**src/rtl/bcd_pkg.sv**
```systemverilog
// Shared definitions for the sequential binary-to-BCD converter.
// Holds the FSM state type, the iteration/digit constants and the saturation value.
package bcd_pkg;

    localparam int unsigned BIN_W      = 16;
    localparam int unsigned N_ITER     = 16;
    localparam int unsigned N_DIGITS   = 4;
    localparam int unsigned ACC_DIGITS = N_DIGITS + 1;
    localparam int unsigned ACC_W      = 4 * ACC_DIGITS;
    localparam int unsigned BCD_W      = 4 * N_DIGITS;
    localparam int unsigned CNT_W      = 4;

    localparam logic [BCD_W-1:0] BCD_SAT = 16'h9999;

    typedef enum logic [1:0] {
        ST_IDLE = 2'd0,
        ST_CONV = 2'd1,
        ST_DONE = 2'd2
    } state_t;

endpackage

```
**src/rtl/bcd_digit_adj.sv**
```systemverilog
// Double-dabble digit correction: adds 3 to a BCD digit that is 5 or more,
// so the following left shift carries correctly into the next digit.
// Ports:
//   digit       - current 4-bit BCD digit
//   digit_adj_c - corrected digit (combinational)
module bcd_digit_adj (
    input  logic [3:0] digit,
    output logic [3:0] digit_adj_c
);

    always_comb begin
        digit_adj_c = digit;
        if (digit >= 4'd5) begin
            digit_adj_c = digit + 4'd3;
        end
    end

endmodule

```
**src/rtl/bin2bcd_seq.sv**
```systemverilog
// Sequential 16-bit binary to 4-digit packed BCD converter (shift-and-add-3).
// One iteration per clock; a result is presented 17 clocks after acceptance.
// Ports:
//   clk, rst      - clock and synchronous active-high reset
//   i_valid/i_bin - conversion request and the unsigned value to convert
//   o_ready       - idle, a request will be accepted on the next edge
//   o_valid       - one-cycle pulse, new o_bcd/o_ovf value
//   o_bcd         - packed BCD result, MS digit in [15:12]
//   o_ovf         - last value exceeded 9999
module bin2bcd_seq
    import bcd_pkg::*;
#(
    parameter bit SATURATE = 1'b1
) (
    input  logic             clk,
    input  logic             rst,
    input  logic             i_valid,
    input  logic [BIN_W-1:0] i_bin,
    output logic             o_ready,
    output logic             o_valid,
    output logic [BCD_W-1:0] o_bcd,
    output logic             o_ovf
);

    state_t                     state, state_nxt;
    logic [BIN_W-1:0]           shift_q, shift_nxt;
    logic [ACC_W-1:0]           acc_q, acc_nxt;
    logic [CNT_W-1:0]           cnt_q, cnt_nxt;
    logic [ACC_W-1:0]           acc_adj;
    logic [ACC_W+BIN_W-1:0]     pair_shl;
    logic                       load_res;
    logic                       ovf_c;
    logic [BCD_W-1:0]           bcd_res;

    // Per-digit +3 correction of the accumulator.
    for (genvar g = 0; g < int'(ACC_DIGITS); g++) begin : g_adj
        bcd_digit_adj u_adj (
            .digit       (acc_q[4*g +: 4]),
            .digit_adj_c (acc_adj[4*g +: 4])
        );
    end

    assign pair_shl = {acc_adj, shift_q} << 1;

    // Ten-thousands digit nonzero means the value does not fit in four digits.
    assign ovf_c   = |acc_q[ACC_W-1:BCD_W];
    assign bcd_res = (ovf_c && SATURATE) ? BCD_SAT : acc_q[BCD_W-1:0];

    // Next-state and datapath control.
    always_comb begin
        state_nxt = state;
        shift_nxt = shift_q;
        acc_nxt   = acc_q;
        cnt_nxt   = cnt_q;
        load_res  = 1'b0;
        case (state)
            ST_IDLE: begin
                if (i_valid) begin
                    shift_nxt = i_bin;
                    acc_nxt   = '0;
                    cnt_nxt   = '0;
                    state_nxt = ST_CONV;
                end
            end
            ST_CONV: begin
                acc_nxt   = pair_shl[ACC_W+BIN_W-1:BIN_W];
                shift_nxt = pair_shl[BIN_W-1:0];
                cnt_nxt   = cnt_q + CNT_W'(1);
                // Counter wraps to zero on the last iteration.
                if (cnt_q == CNT_W'(N_ITER - 1)) begin
                    state_nxt = ST_DONE;
                end
            end
            ST_DONE: begin
                load_res  = 1'b1;
                state_nxt = ST_IDLE;
            end
            default: begin
                state_nxt = ST_IDLE;
            end
        endcase
    end

    // State, datapath and registered outputs.
    always_ff @(posedge clk) begin
        if (rst) begin
            state   <= ST_IDLE;
            shift_q <= '0;
            acc_q   <= '0;
            cnt_q   <= '0;
            o_ready <= 1'b1;
            o_valid <= 1'b0;
            o_bcd   <= '0;
            o_ovf   <= 1'b0;
        end else begin
            state   <= state_nxt;
            shift_q <= shift_nxt;
            acc_q   <= acc_nxt;
            cnt_q   <= cnt_nxt;
            o_ready <= (state_nxt == ST_IDLE);
            o_valid <= load_res;
            if (load_res) begin
                o_bcd <= bcd_res;
                o_ovf <= ovf_c;
            end
        end
    end

endmodule

```
**config.mk**
```make
export PLATFORM = sky130hd
export DESIGN_NAME = bin2bcd_seq
export DESIGN_NICKNAME = d
export VERILOG_FILES = /design/src/rtl/bcd_pkg.sv /design/src/rtl/bcd_digit_adj.sv /design/src/rtl/bin2bcd_seq.sv
export SDC_FILE = /design/constraint.sdc
export NUM_CORES = 1
export LEC_CHECK = 0
export ABC_AREA = 1
export CAP_MARGIN = 20
export CORE_MARGIN = 5
export CORE_UTILIZATION = 65
export DETAILED_ROUTE_END_ITERATION = 6
export DONT_BUFFER_PORTS = 1
export PLACE_DENSITY = 0.81
export SYNTH_ARGS = -nofsm -noshare
export SYNTH_HDL_FRONTEND = slang
export SYNTH_HIERARCHICAL = 1
export SYNTH_SLANG_ARGS = --single-unit
```
**constraint.sdc**
```tcl
create_clock -name clk -period 1.95 [get_ports clk]
set_input_delay 0.0975 -clock clk [delete_from_list [all_inputs] [get_ports clk]]
set_output_delay 0.0975 -clock clk [all_outputs]
set_load 0.01 [all_outputs]
```
# ---- Word level (Yosys, flattened, before mapping)
# Cells that the tools add are included.
dict set report word_totals {
  ff_bits 61
  in_bits 19
  wordCells 44
  output_inout_bits 19
}
dict set report classes {
  n_eq_ne 4
  reduce_logical 5
  order_cmp 5
  mux 16
  add_sub_neg 6
}
# op count
set op_table {}
lappend op_table {{20-bit case mux with 2 select lines} 1}
lappend op_table {{16-bit 2-to-1 mux} 2}
lappend op_table {{16-bit case mux with 2 select lines} 1}
lappend op_table {{4-bit by 3-bit greater-or-equal comparator with 1-bit output, second input constant} 5}
lappend op_table {{20-bit 2-to-1 mux} 1}
lappend op_table {{4-bit 2-to-1 mux} 5}
lappend op_table {{4-bit by 2-bit adder with 4-bit output, second input constant} 4}
lappend op_table {{4-bit case mux with 2 select lines} 1}
lappend op_table {{4-bit by 1-bit adder with 4-bit output, second input constant} 1}
lappend op_table {{4-bit == test, second input constant} 1}
lappend op_table {{2-bit logical NOT} 2}
lappend op_table {{2-bit 2-to-1 mux} 2}
lappend op_table {{2-bit case mux with 2 select lines} 1}
lappend op_table {{4-bit OR reduction} 1}
lappend op_table {{3-bit by 2-bit adder with 3-bit output, second input constant} 1}
lappend op_table {{3-bit 2-to-1 mux} 1}
lappend op_table {{2-bit by 1-bit == test with 1-bit output, second input constant} 1}
lappend op_table {{2-bit == test, second input constant} 1}
lappend op_table {{2-bit inequality test, second input constant} 1}
lappend op_table {{2-bit AND reduction} 1}
lappend op_table {{2-bit nonzero test} 1}
lappend op_table {{1-bit 2-to-1 mux} 1}

# ---- Logic depth before layout (Yosys ltp)
dict set report logic_depth {
  depth_word 4
  mapped_depth 9
  mapped_depth_nobuf 9
}

# ---- Cells and area by module
# The synthesis kept the hierarchy.
# mod cells_each n_inst area_per_inst_um2
set by_module_without_submodules {}
lappend by_module_without_submodules {bin2bcd_seq 322 1 2382.3}
lappend by_module_without_submodules {bcd_digit_adj 23 5 135.1}

# ---- Least setup slack after synthesis
# No wires, ideal clock.
dict set report synth_path {
  path_kind {reg-to-reg}
  from {register acc_q[18]}
  to {register o_bcd[0]}
  synth_period_minus_slack_ns 1.233
  arrival_time_ns 1.103
  stages_incl_launch_ff 5
  setup_ns 0.130
  path_slack_ns 0.717
  path_cell_list {dfxtp_1 nor2_1 nand2_1 nor2_2 a21oi_1}
}
dict set report synth_between {
  elab_chain_cells 2
}
# element line_no
set synth_lines {}
lappend synth_lines {{start, declared} bin2bcd_seq.sv:27} ;# logic [ACC_W-1:0] acc_q, acc_nxt;
lappend synth_lines {{start signal, assigned} bin2bcd_seq.sv:98} ;# acc_q <= acc_nxt;
lappend synth_lines {{4-bit OR reduction} bin2bcd_seq.sv:46} ;# assign ovf_c = |acc_q[ACC_W-1:BCD_W];
lappend synth_lines {{16-bit 2-to-1 mux} bin2bcd_seq.sv:47} ;# assign bcd_res = (ovf_c && SATURATE) ? BCD_SAT : acc_q[BCD_W-1:0];
lappend synth_lines {{end signal, assigned} bin2bcd_seq.sv:103} ;# o_bcd <= bcd_res;
lappend synth_lines {{end, declared} bin2bcd_seq.sv:21} ;# output logic [BCD_W-1:0] o_bcd,
# Every way passes these cells.
# A chain may end at the register's enable or synchronous reset.

# ---- Worst setup path after layout
dict set report layout_path {
  from {register state[0]}
  to {register shift_q[1]}
}
dict set report layout_between {
  elab_chain_cells 3
  elab_cells_between_ends 6
  cone_classes {eq/ne (2); mux (1); reduce/logical (3)}
}
# element line_no
set layout_lines {}
lappend layout_lines {{start, declared} bin2bcd_seq.sv:25} ;# state_t state, state_nxt;
lappend layout_lines {{start signal, assigned} bin2bcd_seq.sv:96} ;# state <= state_nxt;
lappend layout_lines {{2-bit by 1-bit == test with 1-bit output / 2-bit logical NOT (equally long branches)} bin2bcd_seq.sv:56} ;# case (state)
lappend layout_lines {{2-bit nonzero test (no source line) / 2-bit inequality test (equally long branches)} --}
lappend layout_lines {{2-bit AND reduction (no source line)} --}
lappend layout_lines {{end signal, assigned} bin2bcd_seq.sv:97} ;# shift_q <= shift_nxt;
lappend layout_lines {{end, declared} bin2bcd_seq.sv:26} ;# logic [BIN_W-1:0] shift_q, shift_nxt;
# Several ways; a longest one is shown, not always the timed one.

==> flow_summary.yaml <==
run_status:
  status: "finished, final reports clean"
final_layout:
  final_common_cell: "nand2_1"
  final_cell_mix: "123 x nand2_1, 61 x dfxtp_1, 51 x nor2_1, 40 x inv_1, 38 x o21ai_0"
  diodes: 0
  utilization_pct: 74.4
  fin_nets: 475
  syn2layout_area_growth_pct: 9.12
  drive_above_1_share_pct: 12.2
  fillers: 343
  fin_cells: 502
route:
  final_antenna_net_count: 0
  first_pass_iters: 5
  wl_um: 6730
  via_count: 2733
  wl_per_cell_um: 13.4
  drtIter0Drc: 249
  route.detailed.drc: 0
  vias_per_cell: 5.44
floorplanning:
  initial_utilization_pct: 68.2
  die_x_um: 78.3
  die_h_um: 78.3
  dieArea_mm2: 0.00613
  num_rows: 24
  core_area_mm2: 0.00444
  io_pins: 38
clock_network:
  post_cts_buffers: 0
  root_buffer: "clkbuf_8"
  cts_buffer_depth: 2
  numClockSinks: 61
  cts_tree: "built"
  clkTransAtPathRegs_ns: 0.06
  clk_latency_ns: 0.34
  cts_resized: 0
  cts.htree.levels: 3
  numCtsBuffers: 9
worst_setup_path:
  crit_type: "register to register"
  slowest_stage: "dlygate4sd3_1"
  crit_buf_inv: 1
  slowest_delay_ns: 0.58
  required_ns: 2.22
  cp_max_fo: 7
  worst_ep_arrival_time_ns: 2.00
  critical_path.top_delay_family: "simple AND/OR/NAND/NOR gates"
  r2r_start: "state[0]"
  ff2ff_setup_slack_ns: 0.22
  crit_top_cell: "nor2_1"
  reg2reg_to: "shift_q[1]"
  worst_setup_path_start_kind: "register"
  ff2ff_path_depth: 6
  cp-startpoint: "state[0]"
  endpoint_kind: "register"
  worstPathCellList: "nor2_1 > nand3_1 > dlygate4sd3_1 > nand2_1 > nor2_1 > nor2_1"
timing:
  tightest_slew_ns: 0.745
  finalHoldViolCount: 0
  slew_viol_final: 0
  post-route-period-util_pct: 88.6
  holdWs_ns: 0.00857
  slew-limit-headroom_pct: 50.2
  tns_ns: 0
  clock_skew_ns: 0.00692
  finalSetupViolCount: 0
  rsz0062_at_grt: "no"
  fin_crit_ns: 1.73
  fmax_ghz: 0.579
logic_synthesis:
  synthesis.area_mm2: 0.00303
  synth_cells: 432
  ys.warnings.count: 6
  syn-mean-instance-area_um2: 7.02
  syn_nets: 462
global_routing:
  grt_use_total_pct: 23.8
  met3_usage_pct: 6.52
  overflow: 0
  grt.busiest_layer: "met2"
  antenna_found_initial: 0
  grt_pass1_vias: 2623
  grt_util_met1_pct: 29.7
  grt_pass1_wl_um: 11700
  grt_max_degree: 26
  met2_usage_pct: 38.6
pwr:
  power.density_mw_per_mm2: 725
  ir_drop_mv: 0.564
  power.leakage_nw: 1.39
placement:
  hpwl_um: 4500
  port_buffers: 0
  dp.cells: 477
  routabilityCongestion: 0.832
min_path:
  hold_path_class: "input port to register"
  min_from: "i_valid"
  hold_depth: 4
  hold_end: "shift_q[6]"
job:
  drv_cap: 0
-- power by group --
part           leakage (nW)  switching [mW]  internal (mW)  total (mW)
Combinational         0.816           0.124         0.0645       0.188
Sequential            0.495          0.0225           1.28        1.30
Clock                0.0784           0.450          0.459       0.908
Total                  1.39           0.596           1.80        2.40
-- registers in the layout, indices dropped and copies added (netlist names) --
| signal | count |
|---|---|
| o_ovf | 1 |
| acc_q | 20 |
| cnt_q | 4 |
| shift_q | 16 |
| o_valid | 1 |
| o_bcd | 16 |
| state | 2 |
| o_ready | 1 |
-- repair_timing --
| action | in CTS | in global routing |
|---|---|---|
| hold buffers | 9 | 0 |
| endpoints found under the hold margin | 32 | 0 |
| endpoints found under the setup margin | 0 | 0 |
-- layout make-up --
| class | count | area (um2) | share of cell area (%) |
|---|---|---|---|
| clock buffer | 14 | 143 | 4.31 |
| timing repair buffer | 16 | 143 | 4.31 |
| sequential | 61 | 1220 | 36.9 |
| tap | 52 | 65.1 | 1.97 |
| clock inverter | 2 | 10.0 | 0.303 |
| inverter | 47 | 176 | 5.33 |
| multi-input combinational | 310 | 1550 | 46.9 |
-- through the flow --
stage                     power, mW  worst slack, ns  instance area (um2)
after global routing           2.51          0.00300                 3310
after CTS                      2.40            0.284                 3310
after global placement         1.48            0.616                 3070
after floorplan                1.47            0.737                 3030
final                          2.40            0.223                 3310
after detailed placement       1.49            0.549                 3070
-- per-layer routing --
metal  up-vias  share of wire, %
li1       1383                 -
met1      1263                45
met2        75                48
met3        12               5.2
met4         0               1.8
met5         -                 0
-- worst min-delay path: cells and delay by family --
family | cells | cell delay, ns
simple gates | 4 | 0.20
-- how the worst max path moves through the flow --
| stage | endpoint | depth (start not counted) |
|---|---|---|
| 3_5_place_dp | acc_q[13] | 6 |
| 2_1_floorplan | o_bcd[0] | 4 |
| 5_1_grt | shift_q[1] | 6 |
| 4_1_cts | shift_q[1] | 6 |
| 3_3_place_gp | shift_q[9] | 6 |
| 6_report | shift_q[1] | 6 |
Power figures use the tool's default switching activity.
